### src/rtl/wisc_flag_unit.sv
// Execute-stage {Z,V,N} condition-flag register with branch-condition evaluation.
// Also reports a pending flag write so the hazard logic can hold a dependent branch.
module wisc_flag_unit #(
    parameter int DW  = 16,
    parameter int OPW = 4
) (
    input  logic           clk,
    input  logic           rst_n,
    input  logic           ex_valid,
    input  logic [OPW-1:0] ex_opcode,
    input  logic [DW-1:0]  alu_result,
    input  logic           alu_ovfl,
    input  logic           stall,
    input  logic           flush,
    input  logic [2:0]     br_ccc,
    output logic [2:0]     flags,
    output logic           flags_pending,
    output logic           br_taken
);

    localparam logic [OPW-1:0] OP_ADD = OPW'(4'b0000);
    localparam logic [OPW-1:0] OP_SUB = OPW'(4'b0001);
    localparam logic [OPW-1:0] OP_XOR = OPW'(4'b0010);
    localparam logic [OPW-1:0] OP_SLL = OPW'(4'b0100);
    localparam logic [OPW-1:0] OP_SRA = OPW'(4'b0101);
    localparam logic [OPW-1:0] OP_ROR = OPW'(4'b0110);

    logic z_q, v_q, n_q;
    logic wr_all, wr_z, upd;

    // ADD/SUB write all three flags; logic/shift ops write only Z.
    always_comb begin
        wr_all = (ex_opcode == OP_ADD) || (ex_opcode == OP_SUB);
        wr_z   = wr_all || (ex_opcode == OP_XOR) || (ex_opcode == OP_SLL) ||
                 (ex_opcode == OP_SRA) || (ex_opcode == OP_ROR);
    end

    assign upd           = ex_valid & ~stall & ~flush;
    assign flags_pending = ex_valid & ~flush & wr_z;

    always_ff @(posedge clk) begin
        if (!rst_n) begin
            z_q <= 1'b0;
            v_q <= 1'b0;
            n_q <= 1'b0;
        end else if (upd) begin
            if (wr_z) z_q <= (alu_result == '0);
            if (wr_all) begin
                v_q <= alu_ovfl;
                n_q <= alu_result[DW-1];
            end
        end
    end

    assign flags = {z_q, v_q, n_q};

    // Evaluated only from registered flags; a same-cycle write is not bypassed.
    always_comb begin
        br_taken = 1'b0;
        unique case (br_ccc)
            3'b000:  br_taken = ~z_q;
            3'b001:  br_taken = z_q;
            3'b010:  br_taken = ~z_q & ~n_q;
            3'b011:  br_taken = n_q;
            3'b100:  br_taken = z_q | ~n_q;
            3'b101:  br_taken = n_q | z_q;
            3'b110:  br_taken = v_q;
            default: br_taken = 1'b1;
        endcase
    end

endmodule

### config.mk
export PLATFORM = sky130hd
export DESIGN_NAME = wisc_flag_unit
export DESIGN_NICKNAME = d
export VERILOG_FILES = /design/src/rtl/wisc_flag_unit.sv
export SDC_FILE = /design/constraint.sdc
export NUM_CORES = 1
export LEC_CHECK = 0
export BUFFER_PORTS_ARGS = -buffer_cell sky130_fd_sc_hd__buf_4
export CORE_AREA = 3 3 40 42
export DETAILED_ROUTE_END_ITERATION = 10
export DIE_AREA = 0 0 43 45
export PLACE_DENSITY = 0.59
export SETUP_SLACK_MARGIN = 0.2
export SLEW_MARGIN = 10
export SYNTH_ARGS = -nofsm -noshare
export SYNTH_HDL_FRONTEND = slang
export SYNTH_SLANG_ARGS = --single-unit
### constraint.sdc
create_clock -name clk -period 2.1 [get_ports clk]
set_input_delay 0.63 -clock clk [delete_from_list [all_inputs] [get_ports clk]]
set_output_delay 0.63 -clock clk [all_outputs]
set_load 0.02 [all_outputs]
-- Word level (Yosys, flattened, before mapping)
Index checks and enable logic that the tools add are counted.
- bits in registers: 3
- input port bits: 29
- output and inout port bits: 5
- logic and storage cells: 36
- equality and inequality tests: 11
- mux-type cells: 1
- bitwise operators: 11
- reduce and logical (&&, ||, !) cells: 10
- operators with widths (kind ; number):
    logical NOT 16 bit ; 1
    equality test 4 x 3 -> 1 bit (second input constant) ; 3
    equality test 3 bit (second input constant) ; 3
    one-hot mux 1 bit (7 select lines) ; 1
    equality test 3 x 2 -> 1 bit (second input constant) ; 2
    AND 1 bit ; 5
    logical OR 1 bit ; 5
    equality test 4 x 1 -> 1 bit (second input constant) ; 1
    equality test 4 x 2 -> 1 bit (second input constant) ; 1
    logical NOT 4 bit ; 1
    inverter 1 bit ; 4
    AND reduction 2 bit ; 2
    equality test 3 x 1 -> 1 bit (second input constant) ; 1
    logical NOT 3 bit ; 1
    bitwise OR 1 bit ; 2

-- Logic depth before layout (Yosys ltp)
Gate-level depths: netlist of run 1.
- depth in word-level cells: 7
- mapped depth: 4

-- Worst setup path before layout of run 1
Ideal clock, no wire load.
- path kind: input -> output
- start: input port ex_valid
- end: output port flags_pending
- data arrival time: 1.146 ns
- setup slack: 0.324 ns
- stages on the path: 3
- path through: nor2b_1 > nand2_1 > nor2_1
- cells in the longest elaborated chain, start to end: 2
- RTL lines (element ; line ; source):
    start, declared ; 9 ; input logic ex_valid,
    AND 1 bit (2 in a row) ; 39 ; assign flags_pending = ex_valid & ~flush & wr_z;
    end, declared ; 17 ; output logic flags_pending,
Every way passes these cells.

-- Final worst setup path of run 1
- start: input port br_ccc[1]
- end: output port br_taken
- cells in the longest elaborated chain, start to end: 2
- elaborated cells on any way between the ends: 8
- RTL lines (element ; line ; source):
    start, declared ; 15 ; input logic [2:0] br_ccc,
    equality test 3 bit (tied with other cells) ; 60 ; unique case (br_ccc)
    one-hot mux 1 bit (7 select lines) (*) ; 60 ;
    end, declared ; 18 ; output logic br_taken
Every way passes the cells marked *; elsewhere a longest branch is shown, timed or not.

==> qor.yml, run 1 <==
cells_and_area:
  post_route_cells_drive_above_1_share: 0.569
  seqCellArea_um2: 61.3
  layout.nets: 102
  multi_input_area_um2: 211
  final_cell_mix: "31 x buf_4, 4 x mux2i_1, 4 x nor2_1, 4 x nand3_1"
  antenna_cells: 0
  final_core_util: 0.452
  area_growth_syn_to_layout_pct: 113
  fillers: 134
  layout_commonest_cell: "buf_4"
  stdcell_area_um2: 581
  finalNonFillerCells: 87
yosys:
  avgSynthCellArea_um2: 7.18
  ys_warn_count: 0
  syn_nets: 67
  yosysUniqueCellTypes: 17
  syn_inst: 38
  synth-seq-area-share: 0.220
  synth_area_leader_cell: "dfxtp_1"
  synth_seq_cells: 3
  netlist_area_um2: 273
  synth_top_area_share: 0.220
  netlist_top_cells_area: "dfxtp_1 22%, mux2i_1 15%, buf_4 8.3%, nand3_1 7.3%, nor2b_1 6.9%"
floorplanning:
  die_x_um: 43
  ioPinCount: 34
  die_area_um2: 1940
  core_um2: 1280
  core.rowCount: 13
  dieHeight_um: 45
  initial_utilization: 0.212
timing:
  grt_setup_unrepaired: "yes"
  hold_violations: 0
  maxSlewViolCount: 0
  setup_viol: 0
  setup-tns-final_ns: 0
  worst_slew_pin_slew_ns: 0.242
  max_clock_freq_mhz: 513
  period_needed_ns: 1.95
  setup_slack_ns: 0.152
  skew_ns: 0
  hold_ws_ns: 0.525
  relSlewSlack: 0.836
  min_period_over_period: 0.928
critical_path:
  reg2reg_from: "n_q"
  cp.required_ns: 1.47
  cp-end-kind: "output pin"
  rr_worst_depth: 2
  r2r_slack_ns: 1.45
  critPathKind: "in -> out"
  critPathArrivalTime_ns: 1.32
  r2r_end: "n_q"
  crit_fanout: 3
  cp-start-kind: "input pin"
  cp-startpoint: "br_ccc[1]"
global_route:
  antenna_found_initial: 0
  track_usage: 0.105
  busiest_layer: "met2"
  grt_use_met1: 0.115
  met3_usage: 0.0398
  grt_max_degree: 7
  grt_pass1_vias: 427
  grt_first_pass_wirelength_um: 1550
  overflow: 0
  grt_use_met2: 0.186
detailed_routing:
  vias: 389
  firstDrtPassIters: 2
  wl_um: 871
  initialDrtViolationCount: 2
  routedWlPerCell_um: 10.0
  antenna_left: 0
  route.detailed.drc: 0
  viasPerCell: 4.47
clocking:
  clock_path_buffers: 2
  cts.sinks: 3
  insertion_delay_ns: 0.23
  cts_tree: "done"
  cts_root_buf: "clkbuf_4"
  ctsHtreeMaxLevel: 1
  cts_made_buffers: 3
  hold_buffers: 0
  clk_pin_slew_worst_paths_ns: 0.04
power_and_ir_drop:
  p_per_area_nw_per_um2: 394
  leakage_nw: 0.294
  finalPower_mw: 0.229
  ir_drop_v: 0.000174
placed_design:
  dpl_cell_area_um2: 517
  place.gp.congestion: 0.710
  dp_hpwl_um: 766
  dp.cells: 83
  pre_cts_slack_ns: 0.0773
  port_buffers: 33
run_status:
  status: "finished, final reports clean"
hold_path:
  hp-class: "reg -> reg"
  hold_depth: 2
  holdPathEnd: "z_q"
  hold_start: "z_q"
flow_run:
  cap_viol_max_count: 0
-- flip-flops by register name (all words and copies together), names as in the netlist --
name  cells
n_q       1
v_q       1
z_q       1
-- report_power, final --
| group | internal (mW) | leakage [nW] | switching, mW | total [mW] |
|---|---|---|---|---|
| Clock | 0.0712 | 0.0150 | 0.0290 | 0.100 |
| Sequential | 0.0576 | 0.0247 | 0.000444 | 0.0580 |
| Combinational | 0.0480 | 0.255 | 0.0227 | 0.0707 |
-- cells in the mapped netlist --
library cell	number
a21oi_1	2
buf_4	3
dfxtp_1	3
inv_1	1
mux2i_1	4
nand2_1	4
nand2b_1	1
nand3_1	4
nor2_1	4
nor2b_1	3
nor3_1	1
nor4_1	1
nor4b_1	2
o21a_1	1
o21ai_0	1
o21ai_1	1
or4_1	2
-- worst max-delay path: stages --
cell and delay (ns):
buf_8 0.10, nand2_4 0.05, mux2i_1 0.17, a21oi_1 0.05, o21a_1 0.18, buf_6 0.13
-- logic make-up (layout without fill, tap and decap cells) --
group | Yosys count | in the layout | share of synthesized area
DFF | 3 | 3 | 0.220
muxes | 4 | 4 | 0.147
and+or+nand+nor | 22 | 22 | 0.436
AOI/OAI and AO/OA | 5 | 5 | 0.101
buffers and inverters | 4 | 38 | 0.0963
-- layout make-up --
cell class	instances	share of cell area
inverters	1	0.00647
clock buffers	4	0.0453
repair buffers	33	0.446
well taps	15	0.0323
multi-input cells	31	0.364
flip-flops and latches	3	0.106
-- how the worst max path moves through the flow --
stage | cells after the start | to
floorplan | 3 | flags_pending
global placement | 6 | br_taken
detailed placement | 5 | br_taken
CTS | 6 | br_taken
global route | 6 | br_taken
finish | 6 | br_taken
-- routing by layer --
metal	up-vias	share of wire
met5	-	0
met4	0	0
met3	0	0.13
met2	23	0.48
met1	162	0.39
li1	204	-
-- timing repair --
action,CTS,global route
gates resized for setup,4,6
pin swaps,1,2
endpoints found under the setup margin,1,2
buffers inserted,0,0
Power figures use the tool's default switching activity.
==> inputs of run 2 (changes only) <==
==> constraint.sdc (replaced) <==
create_clock -name clk -period 2 [get_ports clk]
set_input_delay 0.6 -clock clk [delete_from_list [all_inputs] [get_ports clk]]
set_output_delay 0.6 -clock clk [all_outputs]
set_load 0.02 [all_outputs]
==> run 2 against run 1 <==
  * Global-route usage is the same
  * Sequential share of layout area is the same
  * Count of clock-buffer cells in the layout is the same
  * Via count is the same
  * Die area is the same
  * Critical endpoint unchanged
  * Non-clock buffer count is the same
  * Critical path type unchanged
  * Combinational power grew 5.0%
  * Cell area is the same
  * Clock skew is the same
==> qor.yml, run 2 (synthesized netlist as in run 1, its figures left out) <==
run_status:
  status: "finished, final reports clean"
clocking:
  cts_tree: "done"
  ctsHtreeMaxLevel: 1
  clock_path_buffers: 2
  post_cts_buffers: 0
  cts_made_buffers: 3
  cts_root_buf: "clkbuf_4"
  cts.sinks: 3
  clk_pin_slew_worst_paths_ns: 0.04
  insertion_delay_ns: 0.23
floorplanning:
  core_um2: 1280
  initial_utilization: 0.212
  die_x_um: 43
  die_area_um2: 1940
  core.rowCount: 13
  ioPinCount: 34
  dieHeight_um: 45
timing:
  period_needed_ns: 1.89
  worst_slew_pin_slew_ns: 0.242
  maxSlewViolCount: 0
  max_clock_freq_mhz: 529
  setup_viol: 0
  skew_ns: 0
  setup-tns-final_ns: 0
  relSlewSlack: 0.836
  min_period_over_period: 0.946
  hold_ws_ns: 0.524
  hold_violations: 0
  grt_setup_unrepaired: "yes"
critical_path:
  critPathArrivalTime_ns: 1.29
  crit_chain: "buf_8, nand2_4, mux2i_1, a21oi_1, o21a_1, buf_6"
  crit_path_top_delay_cell: "o21a_1"
  critPathKind: "in -> out"
  r2r_end: "n_q"
  cp.required_ns: 1.40
  reg2reg_from: "n_q"
  r2r_slack_ns: 1.35
  rr_worst_depth: 2
  crit_family: "buffers and inverters"
  cp-end-kind: "output pin"
  crit_fanout: 3
  path_buf_inv: 2
  max_stage_delay_ns: 0.18
  cp-start-kind: "input pin"
cells_and_area:
  antenna_cells: 0
  layout_commonest_cell: "buf_4"
  reg_top3: "n_q (1), v_q (1), z_q (1)"
  post_route_cells_drive_above_1_share: 0.569
  layout.nets: 102
  final_cell_mix: "31 x buf_4, 4 x mux2i_1, 4 x nor2_1, 4 x nand3_1"
  area_growth_syn_to_layout_pct: 113
hold_path:
  hold_depth: 2
  hp-class: "reg -> reg"
  hold_start: "z_q"
  holdPathEnd: "z_q"
power_and_ir_drop:
  leakage_nw: 0.294
  p_per_area_nw_per_um2: 414
  ir_drop_v: 0.000183
global_route:
  grt_max_degree: 7
  grt_pass1_vias: 427
  overflow: 0
  grt_first_pass_wirelength_um: 1550
  track_usage: 0.105
  antenna_found_initial: 0
detailed_routing:
  antenna_left: 0
  viasPerCell: 4.47
  route.detailed.drc: 0
  vias: 389
  routedWlPerCell_um: 10.0
  firstDrtPassIters: 2
  initialDrtViolationCount: 2
  wl_um: 870
flow_run:
  cap_viol_max_count: 0
placed_design:
  dp_hpwl_um: 766
  place.gp.congestion: 0.710
  port_buffers: 33
[run 2: cell counts in the layout (fill, tap and decap cells not counted)]
No cell type changed its count.
[run 2: timing repair]
action	in CTS	in global routing
hold buffers	0	0
gates cloned	0	0
endpoints found under the setup margin	1	2
gates resized for setup	4	6
hold endpoints to repair	0	0
pin swaps	1	1
[run 2: tightest hold or removal path: cells and delay by family (launching register included)]
| kind | cells | cell delay [ns] |
|---|---|---|
| DFF | 1 | 0.34 |
| AOI/OAI and AO/OA | 1 | 0.06 |
| and+or+nand+nor | 1 | 0.08 |
[run 2: worst max path at each step]
stage / start / end / slack [ns] / cells after the start
2_1_floorplan: ex_valid / flags_pending / 0.28 / 3
3_3_place_gp: br_ccc[1] / br_taken / 0.06 / 6
3_5_place_dp: br_ccc[0] / br_taken / 0.04 / 5
4_1_cts: br_ccc[1] / br_taken / 0.08 / 6
5_1_grt: br_ccc[1] / br_taken / 0.07 / 6
6_report: br_ccc[1] / br_taken / 0.11 / 6
[run 2: stage by stage]
| step | std cells | utilization | instance area [µm²] | setup slack (ns) | total power, mW |
|---|---|---|---|---|---|
| after detailed placement | 83 | 0.402 | 517 | 0.0373 | 0.130 |
| after global routing | 87 | 0.452 | 581 | 0.0693 | 0.256 |
| after CTS | 87 | 0.435 | 559 | 0.0791 | 0.243 |
| after floorplan | 38 | - | 273 | 0.284 | 0.0799 |
| final | 87 | 0.452 | 581 | 0.109 | 0.240 |
| after global placement | 83 | 0.402 | 517 | 0.0591 | 0.129 |
[run 2: metal layers]
layer,vias to the layer above,track usage,routed length (µm)
met1,162,0.115,342
met3,0,0.0398,111
met2,23,0.186,416
met4,0,0.0361,0
li1,204,-,-
met5,-,0,0
[run 2: cell type report]
cell class	count	area, µm²
Tap cell	15	18.8
Fill cell	134	704
Clock buffer	4	26.3
Sequential cell	3	61.3
Timing Repair Buffer	33	259
Multi-Input combinational cell	31	211
Inverter	1	3.75
[run 2: power breakdown]
part	switching, mW	internal, mW	leakage [nW]
registers	0.000467	0.0605	0.0247
clock network	0.0305	0.0747	0.0150
logic	0.0239	0.0504	0.255
==> inputs of run 3 (changes only) <==
--- a/config.mk
+++ b/config.mk
@@ -6,10 +6,10 @@
 export NUM_CORES = 1
 export LEC_CHECK = 0
 export BUFFER_PORTS_ARGS = -buffer_cell sky130_fd_sc_hd__buf_4
-export CORE_AREA = 3 3 40 42
+export CORE_AREA = 2 2 39 41
 export DETAILED_ROUTE_END_ITERATION = 10
-export DIE_AREA = 0 0 43 45
-export PLACE_DENSITY = 0.59
+export DIE_AREA = 0 0 41 43
+export PLACE_DENSITY = 0.61
 export SETUP_SLACK_MARGIN = 0.2
 export SLEW_MARGIN = 10
 export SYNTH_ARGS = -nofsm -noshare
==> constraint.sdc (replaced) <==
create_clock -name clk -period 1.55 [get_ports clk]
set_input_delay 0.465 -clock clk [delete_from_list [all_inputs] [get_ports clk]]
set_output_delay 0.465 -clock clk [all_outputs]
set_load 0.02 [all_outputs]
==> run 3 against run 2 <==
  * The run now ends with negative setup slack left
  * Sequential cell count is the same
  * Cell count grew 6.9%
  * Register-to-register slack lost 0.47 ns
  * Via count grew 7.2%
  * Worst setup slack lost 0.20 ns
  * Critical path depth shrank 1
  * Clock skew is the same
  * Count of clock-buffer cells in the layout is the same
  * Non-clock buffer count grew 5
  * Critical path type is now reg -> out
==> qor.yml, run 3 (synthesized netlist as in run 1, its figures left out) <==
timing:
  worst_slew_pin_slew_ns: 0.262
  min_period_over_period: 1.06
  setup_slack_ns: -0.0922
  period_needed_ns: 1.64
  skew_ns: 0
  relSlewSlack: 0.823
  hold_violations: 0
  maxSlewViolCount: 0
  max_clock_freq_mhz: 609
  grt_setup_unrepaired: "yes"
  setup_viol: 1
clocking:
  cts_root_buf: "clkbuf_4"
  clock_path_buffers: 2
  cts.sinks: 3
  cts_made_buffers: 3
  hold_buffers: 0
  cts_tree: "done"
  insertion_delay_ns: 0.23
  ctsHtreeMaxLevel: 1
  clk_pin_slew_worst_paths_ns: 0.03
power_and_ir_drop:
  clock_power_share: 0.415
  p_per_area_nw_per_um2: 489
  sw_frac_of_total: 0.224
  p_int_mw: 0.247
  ir_drop_v: 0.000261
  combPwrFrac: 0.344
  power_frac_seq: 0.242
  leakage_nw: 0.329
  p_sw_mw: 0.0713
global_route:
  grt_pass1_vias: 404
  grt_first_pass_wirelength_um: 1400
  grt_max_degree: 7
  antenna_found_initial: 0
  track_usage: 0.118
  overflow: 0
critical_path:
  cp.required_ns: 1.08
  crit_family: "flip-flops"
  critPathArrivalTime_ns: 1.18
  crit_fanout: 6
  cp-start-kind: "register"
  critPathKind: "reg -> out"
  cp-startpoint: "n_q"
  path_buf_inv: 1
  crit_chain: "nand2_4, mux2i_1, a21oi_1, o21a_2, buf_6"
  cp-end-kind: "output pin"
  reg2reg_from: "z_q"
  crit_path_top_delay_cell: "dfxtp_4"
  max_stage_delay_ns: 0.36
cells_and_area:
  area_growth_syn_to_layout_pct: 139
  post_route_cells_drive_above_1_share: 0.636
  layout.nets: 107
  final_core_util: 0.471
  reg_top3: "n_q (1), v_q (1), z_q (1)"
  layout_commonest_cell: "buf_4"
  antenna_cells: 0
  final_cell_mix: "32 x buf_4, 6 x buf_6, 4 x mux2i_1, 4 x nand3_1"
floorplanning:
  core_um2: 1380
  die_x_um: 41
  ioPinCount: 34
  die_area_um2: 1760
  initial_utilization: 0.197
  core.rowCount: 14
  dieHeight_um: 43
flow_run:
  cap_viol_max_count: 0
detailed_routing:
  route.detailed.drc: 0
  vias: 417
  routedWlPerCell_um: 9.25
  antenna_left: 0
  viasPerCell: 4.48
  firstDrtPassIters: 1
  initialDrtViolationCount: 0
  wl_um: 860
placed_design:
  place.gp.congestion: 0.675
  port_buffers: 33
  dp_hpwl_um: 742
  pre_cts_slack_ns: -0.150
run_status:
  violations: "negative setup slack"
  status: "finished, violations left"
hold_path:
  hp-class: "in -> reg"
  hold_start: "rst_n"
==> run 3: power by group through the flow <==
stage          combinational (mW)  sequential (mW)  clock (mW)
3_5_place_dp               0.0952           0.0797           0
6_report                    0.109           0.0771       0.132
4_1_cts                     0.107           0.0786       0.140
3_3_place_gp               0.0946           0.0797           0
5_1_grt                     0.119           0.0770       0.147
2_1_floorplan              0.0255           0.0796           0
==> run 3: final timing paths <==
| path | end | slack (ns) | cells past startpoint |
|---|---|---|---|
| min | v_q | 0.48 | 2 |
| max reg2reg | z_q | 0.88 | 3 |
| max | br_taken | -0.09 | 5 |
| min reg2reg | n_q | 0.58 | 2 |
==> run 3: metal layers <==
layer | track usage | up-vias | routed length (µm) | share of wire
li1 | - | 216 | - | -
met3 | 0.0576 | 0 | 119 | 0.14
met4 | 0.0600 | 0 | 0 | 0
met5 | 0 | - | 0 | 0
met2 | 0.194 | 24 | 418 | 0.49
met1 | 0.116 | 177 | 322 | 0.37
==> run 3: layout make-up <==
class                   instances  area [µm²]
clock buffers                   4        26.3
flip-flops and latches          3        63.8
well taps                      16        20.0
fillers                       141         732
multi-input cells              31         230
repair buffers                 38         308
inverters                       1        3.75
==> run 3: per-stage QoR <==
step / instances / total power [mW] / hold WS, ns / setup TNS, ns / cell area (µm²)
after floorplan: 38 / 0.105 / 0.471 / 0 / 289
after detailed placement: 88 / 0.175 / 0.576 / -0.299 / 564
final: 93 / 0.319 / 0.478 / -0.0922 / 652
after global routing: 93 / 0.343 / 0.497 / -0.142 / 652
after CTS: 93 / 0.326 / 0.473 / -0.106 / 638
after global placement: 88 / 0.174 / 0.562 / -0.278 / 564
==> run 3: repair_timing <==
| action | in CTS | in global routing |
|---|---|---|
| endpoints found under the setup margin | 3 | 3 |
| pin swaps | 1 | 1 |
| gates resized for setup | 11 | 3 |
| buffers inserted | 1 | 0 |
